==> src/rtl/btn_pkg.sv <==
// btn_pkg: shared state encoding and default parameters for the button pulse generator
package btn_pkg;
  typedef enum logic [3:0] {
    IDLE      = 4'b0001,
    WAIT_HIGH = 4'b0010,
    PRESSED   = 4'b0100,
    WAIT_LOW  = 4'b1000
  } btn_state_t;
  localparam int DEF_SYNC_STAGES = 2;
  localparam int DEF_DEB_CYCLES  = 16;
endpackage

==> src/rtl/sync_ff.sv <==
// sync_ff: multi-stage flop chain bringing an asynchronous level into the clk_i domain
module sync_ff
  import btn_pkg::*;
#(
  parameter int STAGES = DEF_SYNC_STAGES
) (
  input  logic clk_i,
  input  logic rst_ni,
  input  logic d_i,
  output logic q_o
);
  logic [STAGES-1:0] q;
  // shift the raw level through the chain; the last stage is the safe sample
  always_ff @(posedge clk_i or negedge rst_ni) begin
    if (!rst_ni) q <= '0;
    else q <= {q[STAGES-2:0], d_i};
  end
  assign q_o = q[STAGES-1];
endmodule

==> src/rtl/btn_pulse_gen.sv <==
// btn_pulse_gen: debounces a push button and emits one pulse per accepted press
module btn_pulse_gen
  import btn_pkg::*;
#(
  parameter int SYNC_STAGES = DEF_SYNC_STAGES,
  parameter int DEB_CYCLES  = DEF_DEB_CYCLES
) (
  input  logic clk_i,
  input  logic rst_ni,
  input  logic btn_i,
  output logic p_o,
  output logic level_o
);
  localparam int CW = $clog2(DEB_CYCLES + 1);
  localparam logic [CW-1:0] CNT_MAX = CW'(DEB_CYCLES - 1);
  btn_state_t state, state_nxt;
  logic [CW-1:0] cnt, cnt_nxt;
  logic s;
  sync_ff #(.STAGES(SYNC_STAGES)) u_sync (
    .clk_i (clk_i),
    .rst_ni(rst_ni),
    .d_i   (btn_i),
    .q_o   (s)
  );
  // qualify each level change over DEB_CYCLES stable samples; a glitch returns to the old level
  always_comb begin
    state_nxt = IDLE;
    cnt_nxt   = '0;
    case (state)
      IDLE:      state_nxt = s ? WAIT_HIGH : IDLE;
      WAIT_HIGH: begin
        state_nxt = !s ? IDLE : (cnt == CNT_MAX ? PRESSED : WAIT_HIGH);
        cnt_nxt   = (s && cnt != CNT_MAX) ? cnt + 1'b1 : '0;
      end
      PRESSED:   state_nxt = s ? PRESSED : WAIT_LOW;
      WAIT_LOW:  begin
        state_nxt = s ? PRESSED : (cnt == CNT_MAX ? IDLE : WAIT_LOW);
        cnt_nxt   = (!s && cnt != CNT_MAX) ? cnt + 1'b1 : '0;
      end
      default:   state_nxt = IDLE;
    endcase
  end
  // state register plus registered outputs aligned with the state they describe
  always_ff @(posedge clk_i or negedge rst_ni) begin
    if (!rst_ni) begin
      state   <= IDLE;
      cnt     <= '0;
      p_o     <= 1'b0;
      level_o <= 1'b0;
    end else begin
      state   <= state_nxt;
      cnt     <= cnt_nxt;
      p_o     <= (state == WAIT_HIGH) && (state_nxt == PRESSED);
      level_o <= (state_nxt == PRESSED) || (state_nxt == WAIT_LOW);
    end
  end
endmodule

==> config.mk <==
export PLATFORM = sky130hd
export DESIGN_NAME = btn_pulse_gen
export DESIGN_NICKNAME = d
export VERILOG_FILES = /design/src/rtl/btn_pkg.sv /design/src/rtl/sync_ff.sv /design/src/rtl/btn_pulse_gen.sv
export SDC_FILE = /design/constraint.sdc
export NUM_CORES = 1
export LEC_CHECK = 0
export CAP_MARGIN = 20
export CORE_UTILIZATION = 50
export CTS_BUF_LIST = sky130_fd_sc_hd__clkbuf_4 sky130_fd_sc_hd__clkbuf_8
export DETAILED_ROUTE_END_ITERATION = 7
export GPL_TIMING_DRIVEN = 0
export MAX_ROUTING_LAYER = met4
export PLACE_DENSITY = 0.67
export SKIP_CTS_REPAIR_TIMING = 1
export SLEW_MARGIN = 0
export SYNTH_ARGS = -nofsm -noshare
export SYNTH_HDL_FRONTEND = slang
export SYNTH_HIERARCHICAL = 1
export SYNTH_SLANG_ARGS = --single-unit
==> constraint.sdc <==
create_clock -name clk_i -period 2.25 [get_ports clk_i]
set_clock_uncertainty 0.05 [all_clocks]
set_input_delay 0.675 -clock clk_i [delete_from_list [all_inputs] [get_ports clk_i]]
set_output_delay 0.675 -clock clk_i [all_outputs]
set_load 0.005 [all_outputs]
-- Word-level counts from Yosys, hierarchy flattened
Index checks and enable logic that the tools add are counted.
- output and inout bits: 2
- register bits after elaboration: 13
- add/sub/neg operators: 1
- reductions and logical operators: 5
- mux-type cells: 10
- eq/ne operators: 8
- operator list (kind ; count):
    4-bit case mux with 4 select lines ; 1
    4-bit 2-to-1 mux ; 3
    5-bit 2-to-1 mux ; 2
    5-bit case mux with 2 select lines ; 1
    4-bit by 3-bit equality test with 1-bit output (second input constant) ; 2
    4-bit equality test (second input constant) ; 2
    3-bit 2-to-1 mux ; 2
    5-bit by 1-bit adder with 5-bit output (second input constant) ; 1
    5-bit by 4-bit equality test with 1-bit output (second input constant) ; 1
    5-bit by 4-bit != test with 1-bit output (second input constant) ; 1
    4-bit by 1-bit equality test with 1-bit output (second input constant) ; 1
    4-bit by 2-bit equality test with 1-bit output (second input constant) ; 1
    1-bit logical AND ; 3
    2-bit 2-to-1 mux ; 1
    1-bit zero test ; 1
    1-bit logical OR ; 1

-- Longest topological paths before layout
Gate-level depths: netlist of run 1.
- depth in word-level cells: 6
- gate-level depth with buffers: 7
- gate-level depth less buffers: 7

-- Hierarchy
The synthesis of run 1 kept the hierarchy.
- by module, submodules not included (module ; cells an instance ; area each (um^2) ; times used):
    btn_pulse_gen ; 64 ; 618.1 ; 1
    sync_ff ; 2 ; 50.0 ; 1

-- Least setup slack after synthesis of run 1
Ideal clock, no wire load.
- path type: register -> register
- from: register cnt[0]
- to: register p_o
- arrival: 1.726 ns
- path slack: 0.394 ns
- period minus slack after synthesis: 1.856 ns
- data required time: 2.119 ns
- buffers on the path: 0
- cell stages (with the launch flop): 8
- path through: dfrtp_1 ha_1 and3_1 ha_1 and2b_2 o221ai_2 a221o_1 nor3_2
- word-level cells in the longest chain between the ends: 6
- RTL lines (item ; RTL line ; text):
    start: declaration ; btn_pulse_gen.sv:17 ; logic [CW-1:0] cnt, cnt_nxt;
    start signal: assignment ; btn_pulse_gen.sv:52 ; cnt <= cnt_nxt;
    5-bit by 4-bit equality test with 1-bit output (*) ; btn_pulse_gen.sv:32, btn_pulse_gen.sv:37 ;
    4-bit 2-to-1 mux or 3-bit 2-to-1 mux (tied branches) (2 in a row) ; btn_pulse_gen.sv:37, btn_pulse_gen.sv:32 ;
    4-bit case mux with 4 select lines (*) ; btn_pulse_gen.sv:29 ; case (state)
    4-bit by 3-bit equality test with 1-bit output (*) ; btn_pulse_gen.sv:53 ; p_o <= (state == WAIT_HIGH) && (state_nxt == PRESSED);
    1-bit logical AND (*) ; btn_pulse_gen.sv:53 ;
    end signal: assignment ; btn_pulse_gen.sv:53 ;
    end: declaration ; btn_pulse_gen.sv:11 ; output logic p_o,
Every way passes the cells marked *; elsewhere a longest branch is shown, timed or not.

-- Final worst setup path of run 1
Ends and elaborated chain as after synthesis.

==> results of run 1 <==
critical path, cell delays in order, from the launching register on:
cell,delay [ns]
dfrtp_1,0.40
ha_1,0.22
and3_1,0.17
ha_1,0.20
and2b_2,0.23
o221ai_2,0.10
a221o_1,0.39
nor3_2,0.16
layer usage:
metal / wire (µm) / vias to the layer above
li1: - / 238
met1: 573 / 226
met2: 456 / 5
met3: 23 / 2
met4: 10 / 0
met5: 0 / -
logic make-up after synthesis:
group	Yosys count
and+or+nand+nor	27
DFF	13
AOI/OAI and AO/OA	11
buffers and inverters	9
xor gates and xnor gates	3
adders and majority gates	3
final timing paths:
check / startpoint / endpoint / slack [ns] / depth (start not counted)
max in group asynchronous: rst_ni / state[0] / 1.07 / 1
max: cnt[0] / p_o / 0.25 / 7
max reg2reg: cnt[0] / p_o / 0.25 / 7
min: u_sync/q[0] / u_sync/q[1] / 0.31 / 0
min reg2reg: u_sync/q[0] / u_sync/q[1] / 0.31 / 0
min in group asynchronous: rst_ni / level_o / 0.72 / 1
final cells by class:
class | count | area (µm²)
buffer | 4 | 25.0
clock buffer | 4 | 30.0
fill | 100 | 415
inverter | 5 | 18.8
multi-input combinational | 44 | 298
sequential | 13 | 327
tap | 14 | 17.5
timing repair buffer | 4 | 40.0
cell usage after synthesis (2+ instances only):
master and count:
dfrtp_1 12, nand2_1 3, inv_1 5, buf_2 2, ha_1 3, nor2_1 9
a21oi_1 4, nand2b_1 3, nand3_1 3, xor2_1 2
power breakdown:
part	internal (mW)	total [mW]	switching (mW)
clock network	0.0804	0.144	0.0634
registers	0.245	0.248	0.00302
logic	0.0251	0.0616	0.0365
per-stage QoR:
step | setup WS (ns) | cells
6_report | 0.246 | 88
5_1_grt | 0.145 | 88
4_1_cts | 0.235 | 88
3_5_place_dp | 0.267 | 84
3_3_place_gp | 0.265 | 84
2_1_floorplan | 0.394 | 66
state kept, by name (all words and copies together), names as in the netlist:
| register | cells |
|---|---|
| u_sync/q | 2 |
| cnt | 5 |
| level_o | 1 |
| p_o | 1 |
| state | 4 |
==> reports/qor.yml, run 1 <==
worst_setup_path:
  required_ns: 2.38
  crit_arrival_ns: 2.14
  path_class: "reg -> reg"
  crit_fanout: 3
  critPathLaunchType: "flip-flop"
  worstSetupEndpointType: "flip-flop"
cells_and_area:
  stdcell_area_um2: 756
  final_core_util_pct: 64.5
  antennaDiodeCount: 0
  fin_nets: 81
  final_common_cell: "dfrtp_1"
  final_layout_size_suffix_gt1_share_pct: 16.2
  syn_to_final_growth_pct: 13.1
  final_cell_mix: "12 x dfrtp_1, 9 x nor2_1, 5 x inv_1"
timing:
  rsz0062_at_grt: "no"
  worst_pin_slew_ns: 0.539
  fin_hold_ws_ns: 0.307
  fmax_ghz: 0.499
  tns_ns: 0
  setup_viol: 0
  period_minus_slack_ns: 2.00
  slew_headroom_pct: 63.9
  finalHoldViolCount: 0
  maxSlewViolCount: 0
  period_share_pct: 89.0
global_route:
  grt_pass1_wl_um: 1730
  use_met2_pct: 24.6
  grt_use_total_pct: 17.5
  grt_max_degree: 14
  busiest_layer: "met1"
  grt_util_met1_pct: 25.9
  first_global_vias: 396
  grt_overflow: 0
  grt_antenna_before_repair: 0
  use_met3_pct: 1.74
cts:
  root_buffer: "clkbuf_4"
  clkLatencyLatePin_ns: 0.26
  numCtsBuffers: 3
  cts_tree: "done"
  max-clock-path-buffers: 2
  htree_num_levels: 1
  path_clk_slew_ns: 0.07
  cts.sinks: 13
floorplan:
  die_h_um: 38.6
  die_x_um: 38.6
  die-area_um2: 1490
  coreArea_um2: 1170
  top_level_ports: 5
  start_util_pct: 57.1
  std_cell_rows: 12
power:
  p_per_area_nw_per_um2: 600
  leakage_nw: 0.341
  power.total_uw: 453
  vdd_ir_drop_max_mv: 0.419
placement:
  place_congestion: 0.727
  io_buffers: 4
  place_area_um2: 726
  dp_hpwl_um: 768
yosys:
  synth-edff-count: 0
  synth-seq-cells: 13
  ys.flop_type: "dfrtp_1"
  postSynthCellCount: 66
  synth_nets: 72
  synth_top_cell_by_area: "dfrtp_1"
  synth_area_leaders: "dfrtp_1 45%, ha_1 5.6%, nor2_1 5.1%"
  synthSimpleGateAreaFrac_pct: 23.0
  yosysSeqAreaShare_pct: 48.9
  synth_top_area_share_pct: 44.9
  syn_area_um2: 668
  muxShareOfSynthArea_pct: 0
  synth_top_family_by_area: "simple AND/OR/NAND/NOR gates"
  yosys.cell_types.count: 30
  async_flop_share_pct: 100
  synthXorXnorAreaFrac_pct: 3.93
  yosys.area_share.adder_pct: 5.62
  postSynthAreaPerCell_um2: 10.1
  yosysWarningCount: 6
  synth_compound_area_share_pct: 12.0
detailed_routing:
  vias: 471
  dr.pass1.iters: 4
  drc: 0
  drt.antenna.violating_nets: 0
  via_per_inst: 5.35
  drt-total-wl_um: 1060
  routedWlPerCell_um: 12.1
  initialDrtViolationCount: 3
job:
  cap_viol_max_count: 0
min_path:
  hold_path.class: "reg -> reg"
outcome:
  outcome: "finished clean"
No activity file was read; power rests on OpenSTA's default activity.
==> run 2: changes to the inputs <==
CAP_MARGIN = 40   (was 20)
==> results of run 2 <==
Same layout as run 1: the final DEF is identical, and so are final timing and power.
